<file path="src/rtl/cnn_seq_pkg.sv">
// Shared definitions for the layer sequencer: state and layer-kind encodings, per-layer base table.
// Latency: n/a (types and constants only).
// Backpressure: n/a.
package cnn_seq_pkg;

    localparam int SRAM_ADDR_BITS = 16;
    localparam int NUM_LAYERS     = 7;
    localparam int W_BITS         = 17;
    localparam int B_BITS         = 8;
    localparam int ID_BITS        = 3;

    typedef enum logic [1:0] {
        ST_IDLE   = 2'd0,
        ST_ISSUE  = 2'd1,
        ST_WAIT   = 2'd2,
        ST_FINISH = 2'd3
    } seq_state_e;

    typedef enum logic [1:0] {
        KIND_CONV   = 2'd0,
        KIND_POOL   = 2'd1,
        KIND_FC     = 2'd2,
        KIND_ARGMAX = 2'd3
    } layer_kind_e;

    typedef struct packed {
        layer_kind_e                kind;
        logic [W_BITS-1:0]          w_base;
        logic [B_BITS-1:0]          b_base;
        logic [SRAM_ADDR_BITS-1:0]  src_base;
        logic [SRAM_ADDR_BITS-1:0]  dst_base;
    } layer_cfg_t;

    // Unused fields are zero. Layer 0 reads the image ROM, so its src is meaningless.
    // Activations ping-pong between SRAM offsets 0 and 4704.
    localparam layer_cfg_t LAYER_TABLE [NUM_LAYERS] = '{
        '{KIND_CONV,   17'd0,     8'd0,   16'd0,    16'd0},
        '{KIND_POOL,   17'd0,     8'd0,   16'd0,    16'd4704},
        '{KIND_CONV,   17'd54,    8'd6,   16'd4704, 16'd0},
        '{KIND_POOL,   17'd0,     8'd0,   16'd0,    16'd4704},
        '{KIND_FC,     17'd864,   8'd21,  16'd4704, 16'd0},
        '{KIND_FC,     17'd98064, 8'd201, 16'd0,    16'd4704},
        '{KIND_ARGMAX, 17'd0,     8'd0,   16'd4704, 16'd0}
    };

    // A stop request beyond the last layer means "run everything".
    function automatic logic [ID_BITS-1:0] clamp_stop(input logic [ID_BITS-1:0] s);
        logic [ID_BITS-1:0] last;
        last = ID_BITS'(NUM_LAYERS - 1);
        return (s > last) ? last : s;
    endfunction

endpackage

</file>
<file path="src/rtl/layer_sequencer_if.sv">
// Control bundle between the run controller, the sequencer and the layer engines.
// Latency: n/a (wires only).
// Backpressure: none; START and layer_done are single-cycle pulses.
interface layer_sequencer_if
    import cnn_seq_pkg::*;
#(
    parameter int SA_BITS = SRAM_ADDR_BITS
);
    logic                   START;
    logic [ID_BITS-1:0]     stop_layer;
    logic                   layer_done;
    logic                   layer_start;
    logic [ID_BITS-1:0]     layer_id;
    logic [1:0]             layer_kind;
    logic [W_BITS-1:0]      w_base;
    logic [B_BITS-1:0]      b_base;
    logic [SA_BITS-1:0]     src_base;
    logic [SA_BITS-1:0]     dst_base;
    logic                   DONE;
    logic                   err;

    // Sequencer side.
    modport master (
        input  START, stop_layer, layer_done,
        output layer_start, layer_id, layer_kind, w_base, b_base,
               src_base, dst_base, DONE, err
    );

    // Controller / engine side.
    modport slave (
        output START, stop_layer, layer_done,
        input  layer_start, layer_id, layer_kind, w_base, b_base,
               src_base, dst_base, DONE, err
    );
endinterface

</file>
<file path="src/rtl/layer_cfg_lut.sv">
// Combinational decode of a layer index into its kind and ROM/SRAM base addresses.
// Latency: 0 cycles (pure combinational).
// Backpressure: none.
module layer_cfg_lut
    import cnn_seq_pkg::*;
#(
    parameter int SA_BITS = SRAM_ADDR_BITS
) (
    input  logic [ID_BITS-1:0]  layer_id,
    output layer_kind_e         kind,
    output logic [W_BITS-1:0]   w_base,
    output logic [B_BITS-1:0]   b_base,
    output logic [SA_BITS-1:0]  src_base,
    output logic [SA_BITS-1:0]  dst_base
);

    layer_cfg_t cfg;

    // Table lookup; the unused index 7 decodes to all zeros.
    always_comb begin
        cfg = '0;
        if (int'(layer_id) < NUM_LAYERS) begin
            cfg = LAYER_TABLE[layer_id];
        end
        kind     = cfg.kind;
        w_base   = cfg.w_base;
        b_base   = cfg.b_base;
        src_base = SA_BITS'(cfg.src_base);
        dst_base = SA_BITS'(cfg.dst_base);
    end

endmodule

</file>
<file path="src/rtl/layer_sequencer.sv">
// Steps the engines through layers 0..stop, kicking each and waiting for its done pulse, with a watchdog.
// Latency: layer_start 1 cycle after START or the previous layer_done; DONE 1 cycle after the final layer_done.
// Backpressure: START ignored while a run is active; layer_done ignored outside WAIT.
module layer_sequencer
    import cnn_seq_pkg::*;
#(
    parameter int TIMEOUT = 1000000,
    parameter int SA_BITS = SRAM_ADDR_BITS
) (
    input  logic                clk,
    input  logic                rst,
    layer_sequencer_if.master   bus
);

    localparam int               CNT_W    = (TIMEOUT > 1) ? $clog2(TIMEOUT + 1) : 1;
    localparam logic [CNT_W-1:0] CNT_LAST = CNT_W'(TIMEOUT - 1);

    seq_state_e          state_q, state_d;
    logic [ID_BITS-1:0]  layer_id_q, layer_id_d;
    logic [ID_BITS-1:0]  stop_q, stop_d;
    logic [CNT_W-1:0]    cnt_q, cnt_d;
    logic                start_q, start_d;
    logic                done_q, done_d;
    logic                err_q, err_d;
    layer_kind_e         kind_q, kind_d;
    logic [W_BITS-1:0]   w_base_q, w_base_d;
    logic [B_BITS-1:0]   b_base_q, b_base_d;
    logic [SA_BITS-1:0]  src_base_q, src_base_d;
    logic [SA_BITS-1:0]  dst_base_q, dst_base_d;

    // Decode the next layer index so the registered bases line up with layer_id itself.
    layer_cfg_lut #(.SA_BITS(SA_BITS)) u_lut (
        .layer_id (layer_id_d),
        .kind     (kind_d),
        .w_base   (w_base_d),
        .b_base   (b_base_d),
        .src_base (src_base_d),
        .dst_base (dst_base_d)
    );

    // Next-state logic: run control, watchdog and registered output values.
    always_comb begin
        state_d    = state_q;
        layer_id_d = layer_id_q;
        stop_d     = stop_q;
        cnt_d      = cnt_q;
        done_d     = done_q;
        err_d      = err_q;
        start_d    = 1'b0;
        case (state_q)
            ST_IDLE, ST_FINISH: begin
                if (bus.START) begin
                    state_d    = ST_ISSUE;
                    layer_id_d = '0;
                    stop_d     = clamp_stop(bus.stop_layer);
                    done_d     = 1'b0;
                    err_d      = 1'b0;
                    start_d    = 1'b1;
                end
            end
            ST_ISSUE: begin
                state_d = ST_WAIT;
                cnt_d   = '0;
            end
            ST_WAIT: begin
                // A done pulse on the watchdog's last cycle still counts as success.
                if (bus.layer_done) begin
                    if (layer_id_q == stop_q) begin
                        state_d = ST_FINISH;
                        done_d  = 1'b1;
                    end else begin
                        state_d    = ST_ISSUE;
                        layer_id_d = layer_id_q + 1'b1;
                        start_d    = 1'b1;
                    end
                end else if (cnt_q == CNT_LAST) begin
                    state_d = ST_FINISH;
                    done_d  = 1'b1;
                    err_d   = 1'b1;
                end else begin
                    cnt_d = cnt_q + 1'b1;
                end
            end
            default: state_d = ST_IDLE;
        endcase
    end

    // State and registered outputs; reset abandons any run in progress.
    always_ff @(posedge clk or negedge rst) begin
        if (!rst) begin
            state_q    <= ST_IDLE;
            layer_id_q <= '0;
            stop_q     <= '0;
            cnt_q      <= '0;
            start_q    <= 1'b0;
            done_q     <= 1'b0;
            err_q      <= 1'b0;
            kind_q     <= KIND_CONV;
            w_base_q   <= '0;
            b_base_q   <= '0;
            src_base_q <= '0;
            dst_base_q <= '0;
        end else begin
            state_q    <= state_d;
            layer_id_q <= layer_id_d;
            stop_q     <= stop_d;
            cnt_q      <= cnt_d;
            start_q    <= start_d;
            done_q     <= done_d;
            err_q      <= err_d;
            kind_q     <= kind_d;
            w_base_q   <= w_base_d;
            b_base_q   <= b_base_d;
            src_base_q <= src_base_d;
            dst_base_q <= dst_base_d;
        end
    end

    assign bus.layer_start = start_q;
    assign bus.layer_id    = layer_id_q;
    assign bus.layer_kind  = kind_q;
    assign bus.w_base      = w_base_q;
    assign bus.b_base      = b_base_q;
    assign bus.src_base    = src_base_q;
    assign bus.dst_base    = dst_base_q;
    assign bus.DONE        = done_q;
    assign bus.err         = err_q;

endmodule
</file>
<file path="src/flat_wrapper.sv">
// flat-port wrapper written by rule: the top's interface ports become plain ports
module layer_sequencer_flat import cnn_seq_pkg::*;
#(
    parameter int TIMEOUT = 1000000,
    parameter int SA_BITS = SRAM_ADDR_BITS
)
  (clk, rst, bus_START, bus_stop_layer, bus_layer_done, bus_layer_start, bus_layer_id, bus_layer_kind, bus_w_base, bus_b_base, bus_src_base, bus_dst_base, bus_DONE, bus_err);
  layer_sequencer_if #(.SA_BITS(SA_BITS)) bus_i ();
  input  logic clk;
  input  logic rst;
  input wire logic [$bits(bus_i.START)-1:0] bus_START;
  input wire logic [$bits(bus_i.stop_layer)-1:0] bus_stop_layer;
  input wire logic [$bits(bus_i.layer_done)-1:0] bus_layer_done;
  output wire logic [$bits(bus_i.layer_start)-1:0] bus_layer_start;
  output wire logic [$bits(bus_i.layer_id)-1:0] bus_layer_id;
  output wire logic [$bits(bus_i.layer_kind)-1:0] bus_layer_kind;
  output wire logic [$bits(bus_i.w_base)-1:0] bus_w_base;
  output wire logic [$bits(bus_i.b_base)-1:0] bus_b_base;
  output wire logic [$bits(bus_i.src_base)-1:0] bus_src_base;
  output wire logic [$bits(bus_i.dst_base)-1:0] bus_dst_base;
  output wire logic [$bits(bus_i.DONE)-1:0] bus_DONE;
  output wire logic [$bits(bus_i.err)-1:0] bus_err;
  assign bus_i.START = bus_START;
  assign bus_i.stop_layer = bus_stop_layer;
  assign bus_i.layer_done = bus_layer_done;
  assign bus_layer_start = bus_i.layer_start;
  assign bus_layer_id = bus_i.layer_id;
  assign bus_layer_kind = bus_i.layer_kind;
  assign bus_w_base = bus_i.w_base;
  assign bus_b_base = bus_i.b_base;
  assign bus_src_base = bus_i.src_base;
  assign bus_dst_base = bus_i.dst_base;
  assign bus_DONE = bus_i.DONE;
  assign bus_err = bus_i.err;
  layer_sequencer #(.TIMEOUT(TIMEOUT), .SA_BITS(SA_BITS)) u_core (.clk(clk), .rst(rst), .bus(bus_i));
endmodule
</file>
<file path="config.mk">
export PLATFORM = sky130hd
export DESIGN_NAME = layer_sequencer_flat
export DESIGN_NICKNAME = d
export VERILOG_FILES = /design/src/rtl/cnn_seq_pkg.sv /design/src/rtl/layer_sequencer_if.sv /design/src/rtl/layer_cfg_lut.sv /design/src/rtl/layer_sequencer.sv /design/src/flat_wrapper.sv
export SDC_FILE = /design/constraint.sdc
export NUM_CORES = 1
export LEC_CHECK = 0
export ABC_AREA = 1
export BUFFER_PORTS_ARGS = -buffer_cell sky130_fd_sc_hd__buf_2
export CORE_MARGIN = 2
export CORE_UTILIZATION = 55
export DETAILED_ROUTE_END_ITERATION = 8
export GPL_TIMING_DRIVEN = 0
export PLACE_DENSITY = 0.79
export SYNTH_ARGS = -nofsm -noshare
export SYNTH_HDL_FRONTEND = slang
export SYNTH_SLANG_ARGS = --single-unit
</file>
<file path="constraint.sdc">
create_clock -name clk -period 3.9 [get_ports clk]
set_input_delay 0.78 -clock clk [delete_from_list [all_inputs] [get_ports clk]]
set_output_delay 0.78 -clock clk [all_outputs]
set_load 0.05 [all_outputs]
</file>
==> results of run 1 <==
## state kept, by name, summed over array words and instances, names as in the netlist
name and count:
u_core.bus.err 1, u_core.bus.DONE 1, u_core.bus.src_base 1, u_core.bus.w_base 1, u_core.bus.layer_kind 2, u_core.bus.layer_start 1, u_core.state_q 2, u_core.bus.b_base 5
u_core.stop_q 3, u_core.bus.dst_base 1, u_core.bus.layer_id 3, u_core.cnt_q 20
## metrics by stage
stage | utilization (%) | hold WS [ns] | power [W] | setup slack [ns] | instances
finish | 68.3 | 0.495 | 0.00173 | 1.94 | 495
floorplan | - | 0.469 | 0.00122 | 2.11 | 378
detailed placement | 65.9 | 0.476 | 0.00139 | 2.07 | 487
global route | 68.3 | 0.564 | 0.00185 | 1.85 | 495
CTS | 68.3 | 0.497 | 0.00174 | 1.92 | 495
global placement | 65.9 | 0.468 | 0.00137 | 2.07 | 487
## worst paths after layout
| kind | from | to | slack (ns) | cells after the start |
|---|---|---|---|---|
| worst max-delay path | u_core.bus.b_base[6]$_DFF_PN0_ | bus_w_base[12] | 1.94 | 2 |
| max in group asynchronous | rst | u_core.bus.b_base[2]$_DFF_PN0_ | 2.72 | 1 |
| worst min register to register | u_core.bus.DONE$_DFFE_PN0P_ | u_core.bus.DONE$_DFFE_PN0P_ | 0.49 | 2 |
| min in group asynchronous | rst | u_core.cnt_q[11]$_DFFE_PN0P_ | 0.60 | 1 |
| worst min-delay path | u_core.bus.DONE$_DFFE_PN0P_ | u_core.bus.DONE$_DFFE_PN0P_ | 0.49 | 2 |
| worst max register to register | u_core.state_q[0]$_DFFE_PN0P_ | u_core.bus.b_base[2]$_DFF_PN0_ | 2.11 | 12 |
## cell type report
cell class | count | area share, %
plain buffers | 54 | 12.9
clock buffers | 5 | 2.10
clock inverters | 3 | 1.42
inverters | 39 | 4.63
multi-input cells | 244 | 38.6
flip-flops and latches | 41 | 31.4
well taps | 67 | 2.56
repair buffers | 42 | 6.43
## cells in the final DEF, fill, tap and decap left out, types with 2 or more instances in the layout
cell type / count
a21oi_1: 5
buf_2: 42
buf_4: 50
buf_6: 2
clkbuf_8: 5
conb_1: 29
dfrtp_1: 41
ha_1: 5
inv_1: 29
inv_2: 9
nand2_1: 88
nand2_2: 3
nand3_1: 19
nand3_2: 3
nand4_1: 8
nor2_1: 31
nor3_1: 5
nor3_2: 4
o21ai_0: 10
o21ai_2: 15
xnor2_1: 2
xor2_1: 11
## critical path, delay by kind of cell (launching register included)
kind,cells,cell delay (ns)
buf+inv,2,0.40
flops,1,0.48
## routing by layer
| layer | vias up | part of all wire (%) |
|---|---|---|
| met5 | - | 0 |
| met1 | 1018 | 46 |
| met3 | 10 | 5.5 |
| li1 | 1178 | - |
| met4 | 0 | 1.4 |
| met2 | 54 | 47 |
## cells by family (layout without fill, tap and decap cells)
logic type | after synthesis | after routing | share of synthesized area [%]
buffers and inverters | 93 | 143 | 20.8
adder cells (fa/ha/maj) | 5 | 5 | 2.27
AO/OA/AOI/OAI | 32 | 32 | 8.03
flip-flops | 41 | 41 | 37.2
other | 1 | 29 | 0.136
XOR/XNOR | 13 | 13 | 4.13
AND/OR/NAND/NOR | 165 | 165 | 27.4
## where the power goes
part	switching [W]	internal, W	total [W]
logic	0.000601	0.000249	0.000850
registers	0.0000429	0.000485	0.000528
clock network	0.000162	0.000192	0.000353
total	0.000805	0.000926	0.00173
==> results.yml, run 1 <==
synth:
  synth.most_common_cell: "nand2_1"
  yosys-top-cells-count: "nand2_1 (88), buf_4 (50), dfrtp_1 (41)"
  synth_seq_cells: 41
  syn_inst: 350
  synth_cell_type_count: 29
  synth-main-ff-cell: "dfrtp_1"
  yosysWarnings: 0
  synthArstFlopShare_pct: 100
  synth_edf_count: 0
  synth-seq-area-share_pct: 37.2
  yosysTopAreaCellShare_pct: 37.2
  ys_top_cells_by_area: "dfrtp_1 (37%), buf_4 (14%), nand2_1 (12%)"
  synth_area_per_cell_um2: 7.88
  syn-cell-area_mm2: 0.00276
  synth_top_cell_by_area: "dfrtp_1"
route:
  avgRoutedWirePerCell_um: 11.3
  drcViolationCount: 0
  postRouteAntennaNets: 0
  wirelength_um: 5600
  drt-initial-drc-count: 77
  routed_via_density: 4.57
  drt_first_pass_iters: 4
  vias: 2260
placed_design:
  numPortBuffers: 42
  place.gp.congestion: 0.917
  place_area_mm2: 0.00316
  hpwlAfterDp_um: 4390
sta:
  hold_viol_final: 0
  tightest_slew_ns: 0.914
  rsz0062_at_grt: "false"
  setup_viol: 0
  fmax_mhz: 510
  period_share_pct: 50.3
  slew_headroom_pct: 39.1
  setup_tns_ns: 0
  finalClockSkew_ns: 0.00851
  fin_crit_ns: 1.96
  drv_slew: 0
clocking:
  tritoncts: "yes"
  clkTransAtPathRegs_ns: 0.09
  cts_buffers: 5
  cts_max_path_buffers: 2
  worstSkewPairLatency_ns: 0.31
  ctsHoldBuffers: 0
  root_buffer: "clkbuf_8"
  htreeDepth: 2
  cts_resized: 0
  clock-sinks: 41
  post-cts-setup-buffers: 0
cells_and_area:
  multi_input_area_mm2: 0.00126
  area_growth_pct: 18.7
  final_nets: 439
  fillCellCount: 415
  ff_latch_area_mm2: 0.00103
  antenna_cells: 0
  drive_gt1_share_pct: 32.9
  fin_area_mm2: 0.00327
global_route:
  grt-busiest-layer: "met2"
  grt.total_usage_pct: 22.0
  antenna_found_initial: 0
  grt_pass1_vias: 2005
  grt_max_degree: 42
  grt_util_met2_pct: 34.8
  grt_use_met3_pct: 5.49
  grt_pass1_wl_um: 9250
  use_met1_pct: 29.9
  grt_overflow_total: 0
critical_path:
  path_cells: "buf_4 > buf_2"
  crit_type: "flip-flop to output pin"
  critPathLaunchType: "flip-flop"
  cp.arrival_ns: 1.18
  critical_path.max_fanout: 9
  max_stage_delay_ns: 0.48
  worst_setup_path_end_kind: "output pin"
  cp.required_ns: 3.12
  slowest_stage: "dfrtp_1"
run_status:
  status: "complete, no violations"
die:
  die_h_um: 74.8
  ios: 72
  dieArea_mm2: 0.00559
  fp-row-count: 25
  core-area_mm2: 0.00479
  fp.dieW_um: 74.8
  initial_core_util_pct: 57.6
flow_run:
  maxCapViolations: 0
power_and_ir_drop:
  leakage_nw: 1.78
  irDropWorstVdd_uv: 317
  p_per_area_mw_per_mm2: 529
hold_path:
  worstHoldPathType: "flip-flop to flip-flop"
Note: power is estimated with default switching activity, not from simulation.
==> run 2, diff against run 1 <==
--- a/config.mk
+++ b/config.mk
@@ -5,13 +5,13 @@
 export SDC_FILE = /design/constraint.sdc
 export NUM_CORES = 1
 export LEC_CHECK = 0
-export ABC_AREA = 1
+export ABC_AREA = 0
 export BUFFER_PORTS_ARGS = -buffer_cell sky130_fd_sc_hd__buf_2
 export CORE_MARGIN = 2
-export CORE_UTILIZATION = 55
+export CORE_UTILIZATION = 47
 export DETAILED_ROUTE_END_ITERATION = 8
 export GPL_TIMING_DRIVEN = 0
-export PLACE_DENSITY = 0.79
+export PLACE_DENSITY = 0.72
 export SYNTH_ARGS = -nofsm -noshare
 export SYNTH_HDL_FRONTEND = slang
 export SYNTH_SLANG_ARGS = --single-unit
==> constraint.sdc (replaced) <==
create_clock -name clk -period 1.75 [get_ports clk]
set_input_delay 0.35 -clock clk [delete_from_list [all_inputs] [get_ports clk]]
set_output_delay 0.35 -clock clk [all_outputs]
set_load 0.05 [all_outputs]
==> results.yml, run 2 <==
run_status:
  status: "finished, violations left"
  violations: "negative setup slack"
sta:
  hold_viol_final: 0
  drv_slew: 0
  setup_viol: 17
  tightest_slew_ns: 0.925
  fin_crit_ns: 1.89
  period_share_pct: 108
  finalClockSkew_ns: 0.00735
  slew_headroom_pct: 38.3
  rsz0062_at_grt: "true"
  finalWorstSetupSlack_ns: -0.144
  fmax_mhz: 528
critical_path:
  critical_path.max_fanout: 10
  r2r-start: "u_core.state_q[0]$_DFFE_PN0P_"
  r2r_end: "u_core.cnt_q[17]$_DFFE_PN0P_"
  cp.required_ns: 1.98
  worst_setup_path_end_kind: "flip-flop"
  critPathLaunch: "u_core.state_q[0]$_DFFE_PN0P_"
  critPathLaunchType: "flip-flop"
  crit_type: "flip-flop to flip-flop"
  reg2reg_depth: 7
  crit_end: "u_core.cnt_q[17]$_DFFE_PN0P_"
  r2r_slack_ns: -0.14
  cp.arrival_ns: 2.12
synth:
  synthArstFlopShare_pct: 100
  synth_edf_count: 0
  synth_top_cell_by_area: "dfrtp_1"
  syn-cell-area_mm2: 0.00247
  yosysTopAreaCellShare_pct: 41.5
  synth_area_per_cell_um2: 9.26
  syn_inst: 267
  synth_seq_cells: 41
  synth.most_common_cell: "buf_4"
  yosysWarnings: 0
  yosys-top-cells-count: "buf_4 (49), dfrtp_1 (41), nand2_1 (19)"
  ys_top_cells_by_area: "dfrtp_1 (42%), buf_4 (15%), a21oi_1 (3.6%)"
  synth-main-ff-cell: "dfrtp_1"
  synth_cell_type_count: 44
  synth-seq-area-share_pct: 41.5
clocking:
  root_buffer: "clkbuf_8"
  cts_buffers: 5
  htreeDepth: 2
  tritoncts: "yes"
  worstSkewPairLatency_ns: 0.29
  clkTransAtPathRegs_ns: 0.08
  ctsHoldBuffers: 0
  clock-sinks: 41
  cts_max_path_buffers: 2
power_and_ir_drop:
  p_per_area_mw_per_mm2: 1250
  p_sw_share_pct: 42.0
  power.total_w: 0.00446
  p_sw_w: 0.00187
  leakage_nw: 1.78
  p_comb_share_pct: 53.1
  irDropWorstVdd_uv: 1040
  power.internal_w: 0.00259
  pwr-share-clk_pct: 20.3
  power_frac_seq_pct: 26.6
global_route:
  grt_overflow_total: 0
  grt_pass1_wl_um: 9260
  grt.total_usage_pct: 18.9
  antenna_found_initial: 0
  grt_max_degree: 42
  grt_pass1_vias: 2020
hold_path:
  worstHoldPathType: "input port to asynchronous set/reset pin"
die:
  ios: 72
  fp-row-count: 26
  die_h_um: 76.5
  initial_core_util_pct: 48.7
  core-area_mm2: 0.00507
  dieArea_mm2: 0.00585
  fp.dieW_um: 76.5
cells_and_area:
  antenna_cells: 0
  area_growth_pct: 44.2
  final_common_cell: "buf_4"
  largest-register: "u_core.cnt_q"
  largest_register_ffs: 20
  final_nets: 380
  utilization_pct: 70.2
  final_cell_mix: "buf_4 (71), buf_2 (43), dfrtp_1 (34)"
  drive_gt1_share_pct: 50.7
route:
  drt-initial-drc-count: 132
  wirelength_um: 5680
  drt_first_pass_iters: 4
  avgRoutedWirePerCell_um: 12.9
  vias: 2218
  drcViolationCount: 0
  postRouteAntennaNets: 0
  routed_via_density: 5.05
flow_run:
  maxCapViolations: 0
placed_design:
  place.gp.congestion: 0.861
  dpl_worst_slack_ns: -0.326
  hpwlAfterDp_um: 3640
  numPortBuffers: 42
## run 2: cell families (layout without fill, tap and decap cells)
| family | after synthesis | after routing | synth area share [%] |
|---|---|---|---|
| xor+xnor | 5 | 5 | 1.77 |
| fa+ha+maj | 5 | 5 | 2.53 |
| simple gates | 82 | 82 | 18.1 |
| compound gates | 64 | 64 | 16.3 |
| other cells | 1 | 29 | 0.152 |
| buf+inv | 64 | 138 | 17.5 |
| flops | 41 | 41 | 41.5 |
| mux | 5 | 5 | 2.13 |
## run 2: layout make-up
class                   count  area (um2)
well taps                  70        87.6
inverters                   8        30.0
fillers                   391        1510
clock inverters             3        65.1
plain buffers              54         427
flip-flops and latches     41        1030
multi-input cells         190        1420
clock buffers               5        68.8
repair buffers             68         429
## run 2: worst min path at each step
stage | slack [ns] | endpoint | cells after the start
CTS | 0.22 | u_core.stop_q[0]$_DFFE_PN0P_ | 1
global route | 0.26 | u_core.stop_q[2]$_DFFE_PN0P_ | 1
global placement | 0.49 | u_core.stop_q[0]$_DFFE_PN0P_ | 2
finish | 0.18 | u_core.stop_q[0]$_DFFE_PN0P_ | 1
floorplan | 0.05 | u_core.bus.DONE$_DFFE_PN0P_ | 0
detailed placement | 0.50 | u_core.stop_q[0]$_DFFE_PN0P_ | 2
## run 2: worst max-delay path, stage by stage (launching register included)
cell	delay (ns)
dfrtp_1	0.40
inv_2	0.07
ha_4	0.14
buf_12	0.14
nand2_8	0.08
a2111o_1	0.46
or3_1	0.41
a21oi_2	0.12
## run 2: what timing repair did
item	CTS	global route
gates resized for setup	36	35
pin swaps	17	16
endpoints found under the hold margin	0	0
buffers inserted	16	10
endpoints found under the setup margin	33	32
## run 2: layer usage
| layer | wire length [um] | track usage, % |
|---|---|---|
| met2 | 2770 | 32.4 |
| met3 | 348 | 3.55 |
| met5 | 0 | 0 |
| met1 | 2510 | 24.4 |
| met4 | 48 | 5.64 |
## run 2: through the flow
step,area [um2],instances,setup TNS [ns],hold slack [ns]
2_1_floorplan,2670,295,-1.01,0.0544
3_3_place_gp,2970,407,-5.74,0.488
3_5_place_dp,2970,407,-6.68,0.501
4_1_cts,3380,429,-1.75,0.216
5_1_grt,3560,439,-2.57,0.260
6_report,3560,439,-1.24,0.184
## run 2: power groups by stage
stage | clock network (W) | logic (W) | registers [W]
CTS | 0.000919 | 0.00214 | 0.00119
global route | 0.000958 | 0.00251 | 0.00120
detailed placement | 0 | 0.00177 | 0.00122
finish | 0.000905 | 0.00237 | 0.00119
global placement | 0 | 0.00176 | 0.00121
floorplan | 0 | 0.00124 | 0.00140
